File: config.mk
export PLATFORM = sky130hd
export DESIGN_NAME = gate_conditioner
export DESIGN_NICKNAME = d
export VERILOG_FILES = /design/src/rtl/gate_conditioner.sv
export SDC_FILE = /design/constraint.sdc
export NUM_CORES = 1
export LEC_CHECK = 0
export ABC_AREA = 1
export CAP_MARGIN = 20
export CELL_PAD_IN_SITES_DETAIL_PLACEMENT = 0
export CELL_PAD_IN_SITES_GLOBAL_PLACEMENT = 1
export CORE_ASPECT_RATIO = 1.25
export CORE_MARGIN = 2
export CORE_UTILIZATION = 42
export CTS_BUF_LIST = sky130_fd_sc_hd__clkbuf_8
export CTS_CLUSTER_SIZE = 12
export DETAILED_ROUTE_END_ITERATION = 10
export HOLD_SLACK_MARGIN = 0.12
export PLACE_DENSITY_LB_ADDON = 0.08
export RECOVER_POWER = 50
export SKIP_CTS_REPAIR_TIMING = 1
export SLEW_MARGIN = 5
export SYNTH_ARGS = -nofsm -noshare
export SYNTH_HDL_FRONTEND = slang
export SYNTH_SLANG_ARGS = --single-unit
File: constraint.sdc
create_clock -name i_clock -period 2.4 [get_ports i_clock]
set_clock_uncertainty 0.15 [all_clocks]
set_input_delay 0.24 -clock i_clock [delete_from_list [all_inputs] [get_ports i_clock]]
set_output_delay 0.24 -clock i_clock [all_outputs]
set_load 0.01 [all_outputs]
File: src/rtl/gate_conditioner.sv
// Gate conditioner: synchronises an external gate, rejects short pulses, and reports edges, width and count.
// Define GATE_COND_GLITCH_CNT_EN to add the o_glitch_count output (rejected high pulses).
module gate_conditioner #(
  parameter int SYNC_STAGES = 2,
  parameter int FILTER_SIZE = 4,
  parameter int COUNT_SIZE  = 16
) (
  input  logic                   i_clock,
  input  logic                   i_reset,
  input  logic                   i_gate_async,
  input  logic                   i_enable,
  input  logic [FILTER_SIZE-1:0] i_min_width,
  output logic                   o_gate,
  output logic                   o_gate_rise,
  output logic                   o_gate_fall,
  output logic                   o_glitch,
  output logic [COUNT_SIZE-1:0]  o_gate_width,
  output logic                   o_width_valid,
  output logic [COUNT_SIZE-1:0]  o_gate_count
`ifdef GATE_COND_GLITCH_CNT_EN
  ,
  output logic [COUNT_SIZE-1:0]  o_glitch_count
`endif
);

  localparam logic [FILTER_SIZE-1:0] F_ONE = FILTER_SIZE'(1);
  localparam logic [COUNT_SIZE-1:0]  C_ONE = COUNT_SIZE'(1);
  localparam logic [COUNT_SIZE-1:0]  C_MAX = '1;

  typedef enum logic [1:0] {
    IDLE      = 2'd0,
    QUAL_HIGH = 2'd1,
    ACTIVE    = 2'd2,
    QUAL_LOW  = 2'd3
  } state_t;

  function automatic logic [COUNT_SIZE-1:0] sat_inc(input logic [COUNT_SIZE-1:0] v);
    return (v == C_MAX) ? v : v + C_ONE;
  endfunction

  state_t                 state, state_next;
  logic [SYNC_STAGES-1:0] sync_p0;
  logic                   s;
  logic [FILTER_SIZE-1:0] qual_cnt, qual_cnt_next, qual_inc;
  logic [FILTER_SIZE-1:0] qual_m, qual_m_next;
  logic                   m_is_one;
  logic                   glitch_next;
  logic                   gate_next;
  logic [COUNT_SIZE-1:0]  width_cnt;

  // Stage p0: synchroniser chain, s is the last flop
  always_ff @(posedge i_clock or posedge i_reset) begin
    if (i_reset) sync_p0 <= '0;
    else         sync_p0 <= {sync_p0[SYNC_STAGES-2:0], i_gate_async};
  end

  assign s        = sync_p0[SYNC_STAGES-1];
  assign m_is_one = (i_min_width <= F_ONE);
  assign o_gate   = (state == ACTIVE) || (state == QUAL_LOW);

  always_comb begin
    state_next    = state;
    qual_cnt_next = qual_cnt;
    qual_m_next   = qual_m;
    glitch_next   = 1'b0;
    qual_inc      = qual_cnt + F_ONE;
    if (!i_enable) begin
      state_next    = IDLE;
      qual_cnt_next = '0;
    end else begin
      case (state)
        IDLE: begin
          if (s) begin
            if (m_is_one) begin
              state_next = ACTIVE;
            end else begin
              state_next    = QUAL_HIGH;
              qual_cnt_next = F_ONE;
              qual_m_next   = i_min_width;
            end
          end
        end
        QUAL_HIGH: begin
          if (!s) begin
            state_next    = IDLE;
            qual_cnt_next = '0;
            glitch_next   = 1'b1;
          end else if (qual_inc == qual_m) begin
            state_next    = ACTIVE;
            qual_cnt_next = '0;
          end else begin
            qual_cnt_next = qual_inc;
          end
        end
        ACTIVE: begin
          if (!s) begin
            if (m_is_one) begin
              state_next = IDLE;
            end else begin
              state_next    = QUAL_LOW;
              qual_cnt_next = F_ONE;
              qual_m_next   = i_min_width;
            end
          end
        end
        QUAL_LOW: begin
          // A low dip shorter than M returns to ACTIVE with no strobe
          if (s) begin
            state_next    = ACTIVE;
            qual_cnt_next = '0;
          end else if (qual_inc == qual_m) begin
            state_next    = IDLE;
            qual_cnt_next = '0;
          end else begin
            qual_cnt_next = qual_inc;
          end
        end
        default: state_next = IDLE;
      endcase
    end
    gate_next = (state_next == ACTIVE) || (state_next == QUAL_LOW);
  end

  // Stage p1: state, strobes and width/count bookkeeping
  always_ff @(posedge i_clock or posedge i_reset) begin
    if (i_reset) begin
      state         <= IDLE;
      qual_cnt      <= '0;
      qual_m        <= '0;
      o_gate_rise   <= 1'b0;
      o_gate_fall   <= 1'b0;
      o_width_valid <= 1'b0;
      o_glitch      <= 1'b0;
      width_cnt     <= '0;
      o_gate_width  <= '0;
      o_gate_count  <= '0;
    end else begin
      state         <= state_next;
      qual_cnt      <= qual_cnt_next;
      qual_m        <= qual_m_next;
      o_gate_rise   <= gate_next & ~o_gate;
      o_gate_fall   <= ~gate_next & o_gate;
      o_width_valid <= ~gate_next & o_gate;
      o_glitch      <= glitch_next;
      if (gate_next && !o_gate) begin
        width_cnt    <= C_ONE;
        o_gate_count <= o_gate_count + C_ONE;
      end else if (gate_next) begin
        width_cnt <= sat_inc(width_cnt);
      end
      if (!gate_next && o_gate) o_gate_width <= width_cnt;
    end
  end

`ifdef GATE_COND_GLITCH_CNT_EN
  always_ff @(posedge i_clock or posedge i_reset) begin
    if (i_reset)          o_glitch_count <= '0;
    else if (!i_enable)   o_glitch_count <= '0;
    else if (glitch_next) o_glitch_count <= sat_inc(o_glitch_count);
  end
`endif

endmodule

## After elaboration in Yosys (flattened, before gate mapping)

Cells that the tools add are included.

| storage, ports and cells | value |
|---|---|
| logic and storage cells | 70 |
| input bits | 8 |
| register bits | 63 |
| output and inout bits | 37 |

| operators by class | value |
|---|---|
| mux-type cells | 28 |
| reductions and logical operators | 12 |
| eq/ne operators | 12 |
| magnitude comparators | 1 |
| add/subtract/negate cells | 3 |
| bitwise logic cells | 4 |

Operators by type and width:

| operator | number |
|---|---|
| 16-bit two-way mux | 3 |
| 4-bit two-way mux | 10 |
| 16-bit by 1-bit adder with 16-bit output, second input constant | 2 |
| 2-bit two-way mux | 9 |
| 16-bit == test, second input constant | 1 |
| 4-bit case mux with 4 select lines | 1 |
| 2-bit == test, second input constant | 4 |
| 2-bit case mux with 4 select lines | 1 |
| 4-bit case mux with 2 select lines | 1 |
| 2-bit != test, second input constant | 3 |
| 3-bit != test, second input constant | 2 |
| 4-bit by 1-bit adder with 4-bit output, second input constant | 1 |
| 4-bit == test | 1 |
| 4-bit by 1-bit less-or-equal comparator with 1-bit output, second input constant | 1 |
| 2-bit AND reduction | 2 |
| 4-bit AND reduction | 1 |
| 2-bit nonzero test | 2 |
| 1-bit two-way mux | 3 |
| 1-bit bitwise AND | 2 |
| 2-bit by 1-bit == test with 1-bit output, second input constant | 1 |
| 1-bit logical AND | 2 |
| 1-bit zero test | 2 |
| 2-bit zero test | 1 |
| 1-bit logical OR | 2 |
| 1-bit inverter | 2 |

## Logic depth before layout (Yosys ltp)

Gate-level depths: netlist of the first run.

| depth | value |
|---|---|
| depth in word-level cells | 11 |
| mapped depth | 16 |
| depth with buffers taken out | 15 |

## Worst setup path before layout of the first run

Ideal clock, no wire load.

| path | value |
|---|---|
| path type | register to register |
| from | reg qual_cnt[0] |
| to | reg o_gate_width[3] |
| data arrival time | 1.818 ns |
| cell stages (with the launch flop) | 14 |
| library setup time | 0.117 ns |
| data required time | 2.133 ns |
| path buffers | 2 |
| path slack | 0.315 ns |
| period minus slack after synthesis | 2.085 ns |
| path through | dfrtp_1 ha_1 xnor2_1 nand2_1 nor2_2 nand3_1 nand2_2 nand2_4 nand2_4 nand2_2 buf_6 buf_6 nand2_1 nand2_1 |

| on the way | value |
|---|---|
| cells in the longest elaborated chain, start to end | 10 |
| elaborated cells between the ends (all ways) | 13 |
| classes of those cells | 1 x add/sub; 3 x eq/ne; 6 x mux; 3 x reduce/logical |

Ends and longest elaborated chain:

| item | RTL line | RTL |
|---|---|---|
| start: declaration | 44 | `logic [FILTER_SIZE-1:0] qual_cnt, qual_cnt_next, qual_inc;` |
| start signal: assignment | 139 | `qual_cnt <= qual_cnt_next;` |
| 4-bit by 1-bit adder with 4-bit output * | 66 | `qual_inc = qual_cnt + F_ONE;` |
| 4-bit == test * | 88, 111 |  |
| 2-bit two-way mux, on equally long branches | 111, 88 |  |
| 2-bit two-way mux, on equally long branches | 108, 84 |  |
| 2-bit case mux with 4 select lines * | 71 | `case (state)` |
| 2-bit two-way mux * | 67 | `if (!i_enable) begin` |
| 2-bit == test | 121 | `gate_next = (state_next == ACTIVE) \|\| (state_next == QUAL_LOW);` |
| 1-bit logical OR * | 121 |  |
| 1-bit zero test * | 151 | `if (!gate_next && o_gate) o_gate_width <= width_cnt;` |
| 1-bit logical AND * | 151 |  |
| end signal: assignment | 151 |  |
| end: declaration | 17 | `output logic [COUNT_SIZE-1:0] o_gate_width,` |

Mark *: on every way between the ends. The rest lies on a longest branch, timed or not.
A chain may end at the register's enable or synchronous reset.

## Worst setup path after layout of the first run

| path | value |
|---|---|
| from | reg qual_cnt[1] |
| to | reg o_gate_width[8] |

Same word-level chain as after synthesis.

==> results.toml, run 1 <==
[status]
outcome = "complete, but fails checks"
violations = "capacitance limit, slew limit"

[sta]
max_clock_freq_mhz = 453.3
final-max-slew-violation-count = 64
tns_ns = 0
fin_ws_ns = 0.1940
setup_viol = 0
worst_pin_slew_ns = 1.560
slew_headroom_pct = -3.989
fin_crit_sh_pct = 91.92
period_minus_slack_ns = 2.206
hold_viol = 0
rsz0062_at_grt = "yes"

[cells_and_area]
drive_above_1_share_pct = 10.43
syn2layout_area_growth_pct = 22.56
diodes = 0
final_area_mm2 = 0.004222
finish.net_count = 495

[route]
via_count = 2881
drc = 0
drtAntennaViolNets = 0
routedWlPerCell_um = 13.63
vias_per_cell = 4.933
drtIter0Drc = 154
routed_wl_mm = 7.959
firstDrtPassIters = 4

[grt]
antenna_found_initial = 0
grt_max_degree = 64
grt_pass1_wl_mm = 13.38
grt_pass1_vias = 2814
grt_usage_pct = 18.74
overflow = 0

[die]
num_io_pins = 45
core_mm2 = 0.007883
start_util_pct = 43.70
die_x_um = 85
fp.dieArea_mm2 = 0.008946
rows = 36
die_h_um = 105.3

[critical_path]
crit_buf_inv = 1
required_ns = 2.48
crit_path_cell_trace = "ha_1, xnor2_1, nand2_1, nor2_2, nand3_1, nand2_2, nand2_4, nand2_4, nand2_2, buf_4, nand2_1, o21ai_0"
crit_family = "simple AND/OR/NAND/NOR gates"
arrival_ns = 2.29
cpPeakStageDelay_ns = 0.42
critPathMaxFanout = 12
crit_path_start_kind = "register"
crit_slowest_cell = "dfrtp_1"
cp-end-kind = "register"
worstSetupPathType = "register to register"

[yosys]
synth_commonest_cells = "nand2_1 (132), dfrtp_1 (63), inv_1 (56), nand3_1 (27), xor2_1 (27)"
mappedNetlistArea_mm2 = 0.003445
syn-instance-count = 431
synthMostInstantiatedCell = "nand2_1"
yosys.area.top_type = "dfrtp_1"
yosys.area.top_type_share_pct = 45.77
synth_seq_cells = 63
synth.net_count = 442
synth_edf_count = 0
async_reset_ff_share_pct = 100.0
synth.distinct_cells = 33
ys.flop_type = "dfrtp_1"
syn_avg_cell_area_um2 = 7.992
ys_seq_area_share_pct = 45.77
ys_top_cells_by_area = "dfrtp_1 (46%), nand2_1 (14%), xor2_1 (6.9%)"
yosysWarnings = 0

[place]
gp_congestion = 0.8425
hpwl_mm = 5.575
dpl_cell_area_mm2 = 0.004019
pre_cts_ws_ns = 0.2173
portBuffers = 44

[power]
powerDensity_mw_per_mm2 = 758.9
p_total_mw = 3.204
power_frac_comb_pct = 25.5
swShare_pct = 32.86
p_clk_share_pct = 32.0
p_switching_mw = 1.053
p_seq_share_pct = 42.4
p_leak_nw = 2.149
vdd_drop_max_mv = 0.4765
cell_internal_pwr_mw = 2.151

[cts]
cts_tree = "yes"
cts_max_path_buffers = 2
cts.sinks = 63
clkTransAtPathRegs_ns = 0.08
h-tree-depth = 3
cts_buffers = 9
clkLatencyLatePin_ns = 0.35
clockRootBuffer = "clkbuf_8"

[flow_run]
maxCapViolCount = 1

[hold_path]
hp-class = "register to register"
## placed cells by master, fill, tap and decap left out, types with 12 or more instances in the layout
cell type | netlist | layout
nand3_1 | 27 | 27
nor2_1 | 17 | 17
nor3_1 | 12 | 12
xor2_1 | 27 | 27
dfrtp_1 | 63 | 63
nand4_1 | 20 | 20
nand2_1 | 132 | 132
inv_1 | 56 | 57
dlygate4sd3_1 | 0 | 16
clkdlybuf4s50_1 | 0 | 28
o21ai_0 | 20 | 20
## worst register-to-register path: stages, from the launching register on
cell and delay [ns]:
dfrtp_1 0.42, ha_1 0.32, xnor2_1 0.14, nand2_1 0.07
nor2_2 0.17, nand3_1 0.11, nand2_2 0.12, nand2_4 0.08
nand2_4 0.09, nand2_2 0.09, buf_4 0.20, nand2_1 0.06
o21ai_0 0.07
## worst paths after layout
kind | start | endpoint | slack, ns | depth (start not counted)
min in group asynchronous | i_reset | width_cnt[5] | 0.70 | 3
max in group asynchronous | i_reset | o_gate_width[10] | 0.45 | 3
max reg2reg | qual_cnt[1] | o_gate_width[8] | 0.19 | 12
min | sync_p0[0] | sync_p0[1] | 0.21 | 0
max | qual_cnt[1] | o_gate_width[8] | 0.19 | 12
min reg2reg | sync_p0[0] | sync_p0[1] | 0.21 | 0
## sequential cells by signal, indices dropped and copies added, names as in the netlist
| signal | cells |
|---|---|
| o_gate_count | 16 |
| o_gate_width | 16 |
| width_cnt | 16 |
| qual_cnt | 4 |
| qual_m | 4 |
| state | 2 |
| sync_p0 | 2 |
| o_gate_rise | 1 |
| o_glitch | 1 |
| o_width_valid | 1 |
## kinds of logic (layout without fill, tap and decap cells)
family | count (synthesis) | count (layout) | share of synthesized area, %
AND/OR/NAND/NOR | 225 | 225 | 29.71
buffers and inverters | 74 | 132 | 9.335
flip-flops | 63 | 63 | 45.77
AO/OA/AOI/OAI | 38 | 38 | 6.974
XOR/XNOR | 28 | 28 | 7.120
adder cells (fa/ha/maj) | 3 | 3 | 1.090
## layer usage
metal  track usage [%]  wire [um]
met5                 0          0
met1             25.11       3796
met3             2.976        255
met2             30.13       3764
met4             7.596        143
## per-stage QoR
stage,cells,hold slack [ns],util [%]
detailed placement,568,0.1881,50.98
floorplan,431,0.1214,-
global placement,568,0.1873,50.98
global route,584,0.2213,53.56
CTS,584,0.1360,53.68
finish,584,0.2102,53.56
## power by group through the flow
stage | sequential, mW | combinational (mW) | clock (mW)
final | 1.36 | 0.818 | 1.03
after global routing | 1.39 | 0.911 | 1.09
after CTS | 1.36 | 0.842 | 1.04
after detailed placement | 1.38 | 0.838 | 0
after global placement | 1.38 | 0.825 | 0
after floorplan | 1.39 | 0.457 | 0
## layout make-up
cell class,count,area (um2)
clock buffers,9,123.9
multi-input cells,294,1551
flip-flops and latches,63,1577
well taps,95,118.9
clock inverters,7,88.84
inverters,61,229.0
repair buffers,55,533.0
fillers,772,3661
(Power assumes the default switching activity.)
==> run 2: changes to the inputs <==
Settings changed: CORE_MARGIN 2 to default.
Clock period 2.4 ns to 2.5 ns, I/O delays scaled along.
==> run 2 against run 1 <==
The flow still finishes with violations (capacitance limit, slew limit). Setup slack gained 0.050 ns. Utilization shrank 0.83 points. Total power shrank 11%. Non-clock buffer count shrank 3. Hold slack lost 0.0071 ns. Routed wire length shrank 3.9%. Clock power shrank 23%. Critical path type unchanged. Critical endpoint unchanged. Largest power group unchanged.
==> results.toml, run 2 (synthesis gave the netlist of run 1 again) <==
[status]
violations = "capacitance limit, slew limit"
outcome = "complete, but fails checks"

[cells_and_area]
drive_above_1_share_pct = 9.877
fin_util_pct = 52.73
final_cell_mix = "nand2_1 (132), dfrtp_1 (63), inv_1 (57)"
syn2layout_area_growth_pct = 20.67
layout_commonest_cell = "nand2_1"
diodes = 0
top_regs = "o_gate_count x16, o_gate_width x16, width_cnt x16"
final_area_mm2 = 0.004156
finish.net_count = 492

[route]
wl_met2_mm = 3.594
drtIter0Drc = 145
drc = 0
top_layer = "met4"
drtAntennaViolNets = 0
via_count = 2887
routed_wl_mm = 7.652
firstDrtPassIters = 4
wl_met3_um = 242
routedWlPerCell_um = 13.17
wl_met1_mm = 3.675
vias_per_cell = 4.969

[cts]
cts_max_path_buffers = 2
h-tree-depth = 3
cts_tree = "yes"
clockRootBuffer = "clkbuf_8"
cts.sinks = 63
cts_buffers = 9
clkLatencyLatePin_ns = 0.35
clkTransAtPathRegs_ns = 0.07

[power]
swShare_pct = 34.06
p_leak_nw = 2.121
p_seq_share_pct = 45.6
power_frac_comb_pct = 26.7
powerDensity_mw_per_mm2 = 687.1
p_total_mw = 2.856
p_switching_uw = 972.6
p_clk_share_pct = 27.7
vdd_drop_max_mv = 0.4156
cell_internal_pwr_mw = 1.883

[critical_path]
worstSetupPathType = "register to register"
crit_buf_inv = 1
cp-end-kind = "register"
arrival_ns = 2.34
required_ns = 2.59
critPathLaunch = "qual_cnt[0]"
r2r_start = "qual_cnt[0]"
critPathMaxFanout = 12
cpPeakStageDelay_ns = 0.43
crit_path_start_kind = "register"
crit_path_cell_trace = "ha_1, xnor2_1, nand2_1, nor2_2, nand3_1, nand2_2, nand2_4, nand2_4, nand2_2, buf_4, nand2_1, o21ai_0"
crit_family = "simple AND/OR/NAND/NOR gates"
crit_slowest_cell = "dfrtp_1"

[place]
portBuffers = 44
gp_congestion = 0.7945
dpl_cell_area_mm2 = 0.003996
hpwl_mm = 5.407

[grt]
overflow = 0
grt_max_degree = 64
grt_usage_pct = 19.48
antenna_found_initial = 0
grt_pass1_wl_mm = 13.15
grt_pass1_vias = 2819

[sta]
hold_viol = 0
slew_headroom_pct = -4.812
max_clock_freq_mhz = 443.3
worst_pin_slew_ns = 1.572
tns_ns = 0
fin_crit_sh_pct = 90.24
period_minus_slack_ns = 2.256
setup_viol = 0
rsz0062_at_grt = "no"
final-max-slew-violation-count = 64

[die]
num_io_pins = 45
die_x_um = 83
fp.dieArea_mm2 = 0.008570
core_mm2 = 0.007883
rows = 36
start_util_pct = 43.70
die_h_um = 103.3

[flow_run]
maxCapViolCount = 1

[hold_path]
min_from = "sync_p0[0]"
hp-class = "register to register"
[run 2: final cells by class]
| class | count | area [um2] |
|---|---|---|
| multi-input cells | 294 | 1546 |
| repair buffers | 52 | 510.5 |
| fillers | 778 | 3726 |
| well taps | 95 | 118.9 |
| flip-flops and latches | 63 | 1577 |
| clock inverters | 6 | 37.54 |
| clock buffers | 10 | 137.6 |
| inverters | 61 | 229.0 |
[run 2: power by group through the flow]
stage	sequential, mW	clock [mW]	combinational [mW]
6_report	1.30	0.791	0.761
5_1_grt	1.33	0.849	0.866
4_1_cts	1.31	0.818	0.786
3_5_place_dp	1.33	0	0.781
3_3_place_gp	1.32	0	0.773
2_1_floorplan	1.34	0	0.439
[run 2: worst paths after layout]
| path | cells after the start | endpoint | slack [ns] |
|---|---|---|---|
| min in group asynchronous | 3 | width_cnt[9] | 0.73 |
| hold / removal | 0 | sync_p0[1] | 0.20 |
| hold reg to reg | 0 | sync_p0[1] | 0.20 |
| setup reg to reg | 12 | o_gate_width[8] | 0.24 |
| setup / recovery | 12 | o_gate_width[8] | 0.24 |
| max in group asynchronous | 3 | qual_m[3] | 0.54 |
[run 2: routing by layer]
layer	vias to the layer above	track usage, %
met5	-	0
met4	0	9.284
met2	48	32.28
met3	13	4.048
li1	1471	-
met1	1355	24.71
[run 2: per-stage QoR]
step / setup slack (ns) / hold WS, ns / cells
6_report: 0.2441 / 0.2031 / 581
5_1_grt: 0.008435 / 0.2119 / 581
4_1_cts: 0.2179 / 0.1306 / 581
3_5_place_dp: 0.2209 / 0.1879 / 565
3_3_place_gp: 0.2898 / 0.1839 / 565
2_1_floorplan: 0.4152 / 0.1314 / 431
==> run 3: changes to the inputs <==
Settings changed: SKIP_CTS_REPAIR_TIMING 1 to default.
==> results of run 3 <==
Same layout as run 2: the final DEF is identical, and so are final timing and power.
